===== config.mk =====
export PLATFORM = sky130hd
export DESIGN_NAME = pipe_hazard_ctrl
export DESIGN_NICKNAME = d
export VERILOG_FILES = /design/src/rtl/pipe_pkg.sv /design/src/rtl/haz_ld_use_det.sv /design/src/rtl/pipe_hazard_ctrl.sv
export SDC_FILE = /design/constraint.sdc
export NUM_CORES = 1
export LEC_CHECK = 0
export CAP_MARGIN = 20
export CORE_UTILIZATION = 28
export DETAILED_ROUTE_END_ITERATION = 16
export PLACE_DENSITY = 0.78
export SYNTH_ARGS = -nofsm -noshare
export SYNTH_HDL_FRONTEND = slang
export SYNTH_SLANG_ARGS = --single-unit

===== constraint.sdc =====
create_clock -name clk -period 1.5 [get_ports clk]
set_input_delay 0.3 -clock clk [delete_from_list [all_inputs] [get_ports clk]]
set_output_delay 0.3 -clock clk [all_outputs]
set_load 0.03 [all_outputs]

===== src/rtl/pipe_pkg.sv =====
// Shared encodings for the pipeline hazard controller: FSM states and the
// hard-wired zero register index.
package pipe_pkg;

    typedef enum logic [1:0] {
        ST_RUN  = 2'd0,
        ST_WAIT = 2'd1,
        ST_ERR  = 2'd2
    } hz_state_e;

    localparam logic [4:0] REG_X0 = 5'd0;

endpackage


===== src/rtl/haz_ld_use_det.sv =====
// Load-use detector: flags an ID instruction that reads the destination of a
// load still sitting in EX. x0 never produces a hazard.
module haz_ld_use_det
    import pipe_pkg::*;
(
    input  logic [4:0] id_rs1,
    input  logic [4:0] id_rs2,
    input  logic       id_use_rs1,
    input  logic       id_use_rs2,
    input  logic       ex_valid,
    input  logic [4:0] ex_rd,
    input  logic       ex_mem_read,
    input  logic       ex_reg_write,
    output logic       ld_use
);

    logic ex_is_load_wr;
    logic rs1_hit;
    logic rs2_hit;

    always_comb begin
        ex_is_load_wr = ex_valid & ex_mem_read & ex_reg_write & (ex_rd != REG_X0);
        rs1_hit       = id_use_rs1 & (id_rs1 == ex_rd);
        rs2_hit       = id_use_rs2 & (id_rs2 == ex_rd);
        ld_use        = ex_is_load_wr & (rs1_hit | rs2_hit);
    end

endmodule


===== src/rtl/pipe_hazard_ctrl.sv =====
// Stall/flush sequencer for the 5-stage RV32I pipeline with a dmem watchdog.
// Optional perf counters are built when HAZ_PERF_CNT_EN is defined.
module pipe_hazard_ctrl
    import pipe_pkg::*;
#(
    parameter int XLEN       = 32,
    parameter int TMO_CYCLES = 255,
`ifdef HAZ_PERF_CNT_EN
    parameter int CNT_W      = 32,
`endif
    parameter int TMO_W      = 8
) (
    input  logic            clk,
    input  logic            rst_,
    input  logic [4:0]      id_rs1,
    input  logic [4:0]      id_rs2,
    input  logic            id_use_rs1,
    input  logic            id_use_rs2,
    input  logic            ex_valid,
    input  logic [4:0]      ex_rd,
    input  logic            ex_mem_read,
    input  logic            ex_reg_write,
    input  logic            ex_br_taken,
    input  logic [XLEN-1:0] ex_br_target,
    input  logic            mem_req,
    input  logic            mem_ready,
    output logic            pc_stall,
    output logic            if_id_stall,
    output logic            if_id_flush,
    output logic            id_ex_stall,
    output logic            id_ex_flush,
    output logic            ex_mem_stall,
    output logic            mem_wb_flush,
    output logic            redirect_vld,
    output logic [XLEN-1:0] redirect_pc,
`ifdef HAZ_PERF_CNT_EN
    output logic [CNT_W-1:0] perf_lu_cnt,
    output logic [CNT_W-1:0] perf_br_cnt,
    output logic [CNT_W-1:0] perf_wait_cnt,
`endif
    output logic            mem_err
);

    localparam logic [TMO_W-1:0] TMO_LAST = TMO_W'(TMO_CYCLES - 1);
    localparam logic [TMO_W-1:0] CNT_SAT  = '1;

    hz_state_e        state_q, state_d;
    logic [TMO_W-1:0] wait_cnt_q, wait_cnt_d;
    logic             dmem_wait;
    logic             ld_use;
    logic             freeze;
    logic             branch;
    logic             lu_bubble;

    haz_ld_use_det u_ld_use (
        .id_rs1       (id_rs1),
        .id_rs2       (id_rs2),
        .id_use_rs1   (id_use_rs1),
        .id_use_rs2   (id_use_rs2),
        .ex_valid     (ex_valid),
        .ex_rd        (ex_rd),
        .ex_mem_read  (ex_mem_read),
        .ex_reg_write (ex_reg_write),
        .ld_use       (ld_use)
    );

    assign dmem_wait = mem_req & ~mem_ready;

    always_ff @(posedge clk or negedge rst_) begin
        if (!rst_) begin
            state_q    <= ST_RUN;
            wait_cnt_q <= '0;
        end else begin
            state_q    <= state_d;
            wait_cnt_q <= wait_cnt_d;
        end
    end

    // Watchdog: counter only moves in WAIT and saturates instead of wrapping.
    always_comb begin
        state_d    = state_q;
        wait_cnt_d = wait_cnt_q;
        case (state_q)
            ST_RUN: begin
                wait_cnt_d = '0;
                if (dmem_wait) state_d = ST_WAIT;
            end
            ST_WAIT: begin
                if (mem_ready) begin
                    state_d    = ST_RUN;
                    wait_cnt_d = '0;
                end else begin
                    if (dmem_wait && (wait_cnt_q == TMO_LAST)) state_d = ST_ERR;
                    if (wait_cnt_q != CNT_SAT) wait_cnt_d = wait_cnt_q + 1'b1;
                end
            end
            ST_ERR:  state_d = ST_ERR;
            default: state_d = ST_RUN;
        endcase
    end

    // Priority: freeze > taken branch > load-use. Everything is gated by rst_
    // so the pipeline sees quiet controls while reset is held.
    always_comb begin
        freeze    = rst_ & (dmem_wait | (state_q == ST_ERR));
        branch    = rst_ & ~freeze & ex_valid & ex_br_taken;
        lu_bubble = rst_ & ~freeze & ~branch & ld_use;

        pc_stall     = freeze | lu_bubble;
        if_id_stall  = freeze | lu_bubble;
        if_id_flush  = branch;
        id_ex_stall  = freeze;
        id_ex_flush  = branch | lu_bubble;
        ex_mem_stall = freeze;
        mem_wb_flush = freeze;
        redirect_vld = branch;
        redirect_pc  = branch ? ex_br_target : '0;
        mem_err      = rst_ & (state_q == ST_ERR);
    end

`ifdef HAZ_PERF_CNT_EN
    logic [CNT_W-1:0] perf_lu_q, perf_lu_d;
    logic [CNT_W-1:0] perf_br_q, perf_br_d;
    logic [CNT_W-1:0] perf_wait_q, perf_wait_d;

    always_comb begin
        perf_lu_d   = perf_lu_q + CNT_W'(lu_bubble);
        perf_br_d   = perf_br_q + CNT_W'(branch);
        perf_wait_d = perf_wait_q + CNT_W'(freeze);
    end

    always_ff @(posedge clk or negedge rst_) begin
        if (!rst_) begin
            perf_lu_q   <= '0;
            perf_br_q   <= '0;
            perf_wait_q <= '0;
        end else begin
            perf_lu_q   <= perf_lu_d;
            perf_br_q   <= perf_br_d;
            perf_wait_q <= perf_wait_d;
        end
    end

    assign perf_lu_cnt   = perf_lu_q;
    assign perf_br_cnt   = perf_br_q;
    assign perf_wait_cnt = perf_wait_q;
`endif

endmodule


==> reports/metrics.yaml, run 1 <==
synth:
  synth_common_cells: "34 x and3_1, 10 x dfrtp_1, 9 x nand2_1"
  ys_ff_latch: 10
  synth_area_mm2: 0.00106
  seq_area_frac_synth: 0.235
  syn_area_per_cell_um2: 8.25
  yosysTopAreaCell: "dfrtp_1"
  yosysMostFrequentCell: "and3_1"
  synth_async_sr_flop_share: 1.00
  ys.flop_type: "dfrtp_1"
  synth_cell_type_count: 39
  synth_area_leaders: "dfrtp_1 24%, and3_1 20%, xor2_1 6.6%"
  synth_warnings: 0
  synth_fp_nets: 188
  yosys.area.top_type_share: 0.235
  synth_edf_count: 0
  synth_cells: 129
timing:
  max_freq_ghz: 0.504
  period_needed_ps: 1990
  min_period_over_period: 1.32
  fin_skew_ps: 2.90
  tightest_slew_ps: 314
  relSlewSlack: 0.791
  rsz0062_at_grt: "yes"
  fin_ws_ps: -486
  hold_viol_final: 0
  setup_viol: 42
  slew_viol_final: 0
floorplan:
  die_height_um: 63.7
  die_w_um: 63.7
  die_area_mm2: 0.00405
  core_mm2: 0.00366
  placementRows: 22
  num_io_pins: 98
  initial_core_util: 0.291
finish:
  final_nets: 319
  multiInputGateArea_um2: 978
  final_cells: 308
  fin_util: 0.751
  regArea_um2: 250
  drive_above_1_share: 0.529
  n_fill_cell: 246
  syn_to_final_growth_pct: 158
placed_design:
  dp.final_hpwl_um: 3500
  pre_cts_ws_ps: -670
  io_buffers: 97
  gp_congestion: 0.746
  placed_cells: 296
grt:
  first_global_vias: 1553
  grt_pass1_wl_um: 7590
  grt_usage: 0.244
  overflow: 0
  antenna_found_initial: 1
  grt_max_degree: 20
route:
  routed_wl_um: 5270
  wl_met3_um: 516
  drtAntennaViolNets: 0
  dr.pass1.iters: 6
  drc: 0
  num_vias: 1549
  avgViaCountPerCell: 5.03
  wl_met2_um: 2780
  wl_met1_um: 1800
  drt_iter0_markers: 32
  avgRoutedWirePerCell_um: 17.1
  dr.max_layer_used: "met4"
min_path:
  hold_path_class: "primary input to asynchronous set/reset pin"
setup_path:
  crit_required_ps: 1200
  critPathMaxFanout: 2
  critPathCaptureType: "output port"
  crit_path_start_kind: "primary input"
  setup.worst_path.class: "primary input to output port"
  crit_arrival_ps: 1690
power:
  p_leak_nw: 1.27
  power_mw: 1.13
  p_per_area_mw_per_mm2: 409
  ir_worst_vdd_v: 0.000398
clocking:
  cts_inserted_buffers: 3
  htreeDepth: 1
  clock_sinks: 10
  cts.path.max_buffers: 2
  cts_tree: "built"
  holdBufCountCts: 0
  clkLatencyLatePin_ps: 250
  clk_pin_slew_ps: 50
  cts_root_buf: "clkbuf_8"
outcome:
  status: "finished with violations"
  violations: "negative setup slack"
job:
  cap_violations: 0
-- per-layer routing --
metal	track usage	vias up
met5	0	-
met4	0.0909	0
met3	0.0797	15
met2	0.468	74
met1	0.238	729
li1	-	731
-- placed cells by master (no fill, tap or decap), types with 2 or more instances in the layout --
cell and count:
buf_6 54, clkdlybuf4s50_1 40, and3_4 32, buf_4 26
dlygate4sd2_1 10, dfrtp_1 10, xor2_1 8, nand2_1 7
nor2_1 5, clkbuf_8 4, clkdlybuf4s15_1 4, nor2b_1 3
o21bai_1 3, o22a_1 3, nor2b_4 2, nand2_2 2
and2_4 2, nor4_2 2, xnor2_1 2, inv_1 2
and3_1 2, a31oi_1 2, nand2b_1 2, mux2i_1 2
nor4b_1 2, dlymetal6s2s_1 2, buf_12 2
-- final cells by class --
type	count	share of cell area
repair buffers	138	0.508
flip-flops and latches	10	0.0910
multi-input cells	105	0.356
well taps	48	0.0218
clock buffers	4	0.0200
inverters	2	0.00273
diodes	1	0.000910
-- cell families after synthesis --
group           count (synthesis)  synth area share
simple gates                   69             0.382
compound gates                 21             0.169
buf+inv                        14            0.0787
xor+xnor                       10            0.0823
flops                          10             0.235
mux                             3            0.0294
fa+ha+maj                       2            0.0235
-- path summary, 6_finish.rpt --
kind / cells past startpoint / slack [ps] / endpoint / start
worst max register to register: 5 / -10 / wait_cnt_q[7] / wait_cnt_q[1]
worst min register to register: 1 / 560 / wait_cnt_q[4] / wait_cnt_q[4]
min in group clk: 1 / 560 / wait_cnt_q[4] / wait_cnt_q[4]
worst min-delay path: 2 / 180 / wait_cnt_q[3] / rst_
max in group asynchronous: 2 / 1160 / state_q[1] / rst_
worst max-delay path: 6 / -490 / id_ex_flush / ex_rd[2]
-- report_power, final --
group	internal (mW)	leakage, nW	switching, mW
logic	0.291	1.10	0.205
registers	0.274	0.138	0.00353
clock network	0.232	0.0288	0.120
-- sequential cells by signal, summed over array words and instances, names as in the netlist --
signal,flops
state_q,2
wait_cnt_q,8
-- what timing repair did --
item / 4_1_cts / 5_1_grt
setup buffers: 4 / 2
pin swaps: 16 / 26
cloned: 1 / 1
setup endpoints to repair: 43 / 45
resized for setup: 69 / 23
-- worst max-delay path, stage by stage --
cell	delay (ps)
clkdlybuf4s15_1	190
or4_1	560
o211ai_1	220
buf_4	180
o21bai_2	90
buf_6	150
-- through the flow --
| stage | TNS, ps | cell area [µm²] | hold slack, ps |
|---|---|---|---|
| floorplan | -495 | 1280 | 4.41 |
| global placement | -22270 | 2380 | 541 |
| detailed placement | -23190 | 2380 | 548 |
| CTS | -14820 | 2660 | 169 |
| global route | -17400 | 2750 | 201 |
| finish | -13570 | 2750 | 179 |
(Power assumes the default switching activity.)
==> run 2, diff against run 1 <==
Settings changed: PLACE_DENSITY 0.78 to 0.77, TNS_END_PERCENT set to 20.
Clock period 1.5 ns to 1.8 ns, I/O delays scaled along.
==> run 2 against run 1 <==
  * The flow still finishes with violations (negative setup slack)
  * Setup slack better by 210 ps
  * Die area stayed put
  * Critical path depth stayed put
  * Sequential cell count stayed put
  * Final area is 7.2% lower
  * Register-to-register slack better by 120 ps
  * Total power is 19% lower
  * Via count is 5.4% lower
  * Clock skew hardly changed
  * Utilization is 5.4 points lower
  * Critical endpoint is now if_id_stall
  * Highest routed layer unchanged
==> reports/metrics.yaml, run 2 (synthesized netlist as in run 1, its figures left out) <==
setup_path:
  cp_num_buf_inv: 2
  regToRegSetupSlack_ps: 110
  critPathCaptureType: "output port"
  setup.worst_path.class: "primary input to output port"
  crit_required_ps: 1440
  crit_family: "compound AO/OA/AOI/OAI gates"
  crit_path_start_kind: "primary input"
  crit_chain: "dlygate4sd2_1, xor2_1, nor4_2, a32oi_2, o21bai_4, buf_6"
  crit_slowest_cell: "nor4_2"
  slowest_delay_ps: 320
  crit_arrival_ps: 1710
  critPathMaxFanout: 2
grt:
  grt_max_degree: 14
  overflow: 0
  antenna_found_initial: 0
  grt_usage: 0.210
  grt_pass1_wl_um: 6650
  first_global_vias: 1401
power:
  p_per_area_mw_per_mm2: 358
  ir_worst_vdd_v: 0.000331
  p_leak_nw: 1.22
floorplan:
  core_mm2: 0.00366
  placementRows: 22
  initial_core_util: 0.291
  die_w_um: 63.7
  die_area_mm2: 0.00405
  die_height_um: 63.7
  num_io_pins: 98
finish:
  n_fill_cell: 256
  layout_common_cells: "44 x buf_6, 38 x clkdlybuf4s50_1, 26 x buf_4"
  largest_reg_flops: 8
  regMostFlops: "wait_cnt_q"
  final_common_cell: "buf_6"
  final_cells: 298
  final_nets: 310
  antennaDiodeCount: 0
  syn_to_final_growth_pct: 140
  reg_top3: "wait_cnt_q: 8 flops, state_q: 2 flops"
  drive_above_1_share: 0.444
placed_design:
  placed_cells: 286
  dp.final_hpwl_um: 3080
  io_buffers: 97
  gp_congestion: 0.782
outcome:
  status: "finished with violations"
  violations: "negative setup slack"
route:
  dr.pass1.iters: 4
  drtAntennaViolNets: 0
  drt_iter0_markers: 50
  drc: 0
  avgViaCountPerCell: 4.92
  num_vias: 1465
  routed_wl_um: 4730
  avgRoutedWirePerCell_um: 15.9
timing:
  fin_ws_ps: -274
  relSlewSlack: 0.777
  period_needed_ps: 2070
  setup_tns_ps: -6870
  rsz0062_at_grt: "yes"
  hold_viol_final: 0
  fin_skew_ps: 2.72
  setup_viol: 37
  slew_viol_final: 0
  max_freq_ghz: 0.482
  min_period_over_period: 1.15
  tightest_slew_ps: 332
job:
  cap_violations: 0
clocking:
  cts.path.max_buffers: 2
  clk_pin_slew_ps: 50
  cts_tree: "built"
  cts_root_buf: "clkbuf_8"
  clock_sinks: 10
  cts_inserted_buffers: 3
  holdBufCountCts: 0
  clkLatencyLatePin_ps: 240
  htreeDepth: 1
min_path:
  hold_path_class: "primary input to asynchronous set/reset pin"
## run 2: power breakdown
part,switching (mW),internal (mW)
Sequential,0.00412,0.228
Combinational,0.166,0.231
Clock,0.0922,0.193
Total,0.262,0.652
## run 2: final timing paths
kind                                     from       endpoint  cells after the start
max in group asynchronous                rst_  wait_cnt_q[3]                      2
worst min-delay path                     rst_  wait_cnt_q[0]                      2
min in group clk                wait_cnt_q[6]  wait_cnt_q[6]                      1
worst min register to register  wait_cnt_q[6]  wait_cnt_q[6]                      1
worst max-delay path                id_rs2[0]    if_id_stall                      6
worst max register to register  wait_cnt_q[0]  wait_cnt_q[3]                      5
## run 2: through the flow
stage	cell area [µm²]	util	setup WS [ps]	power, mW	hold slack, ps
floorplan	1080	-	-80.9	0.357	64.4
global placement	2110	0.577	-493	0.565	510
detailed placement	2110	0.577	-498	0.567	524
CTS	2440	0.667	-210	0.893	251
global route	2550	0.697	-314	0.953	255
finish	2550	0.697	-274	0.914	229
## run 2: worst register-to-register path, delay by kind of cell, from the launching register on
kind / cells / cell delay (ps)
AO/OA/AOI/OAI: 2 / 450
flip-flops: 1 / 420
AND/OR/NAND/NOR: 2 / 380
adder cells (fa/ha/maj): 1 / 310
## run 2: cell type report
cell class | instances | area [µm²] | area share
clock buffers | 4 | 55.1 | 0.0216
inverters | 2 | 7.51 | 0.00294
multi-input cells | 105 | 898 | 0.352
flip-flops and latches | 10 | 250 | 0.0981
well taps | 48 | 60.1 | 0.0235
repair buffers | 129 | 1280 | 0.502
## run 2: layer usage
layer | routed length [µm] | vias up | part of all wire | GRT usage
li1 | - | 717 | - | -
met1 | 1920 | 698 | 0.41 | 0.248
met2 | 2570 | 44 | 0.54 | 0.380
met3 | 200 | 6 | 0.042 | 0.0435
met4 | 36 | 0 | 0.0076 | 0.0483
met5 | 0 | - | 0 | 0
## run 2: what timing repair did
| item | CTS | global route |
|---|---|---|
| setup buffers | 5 | 2 |
| gates resized for setup | 87 | 20 |
| endpoints found under the setup margin | 40 | 37 |
| cloned | 2 | 0 |
| pin swaps | 16 | 3 |
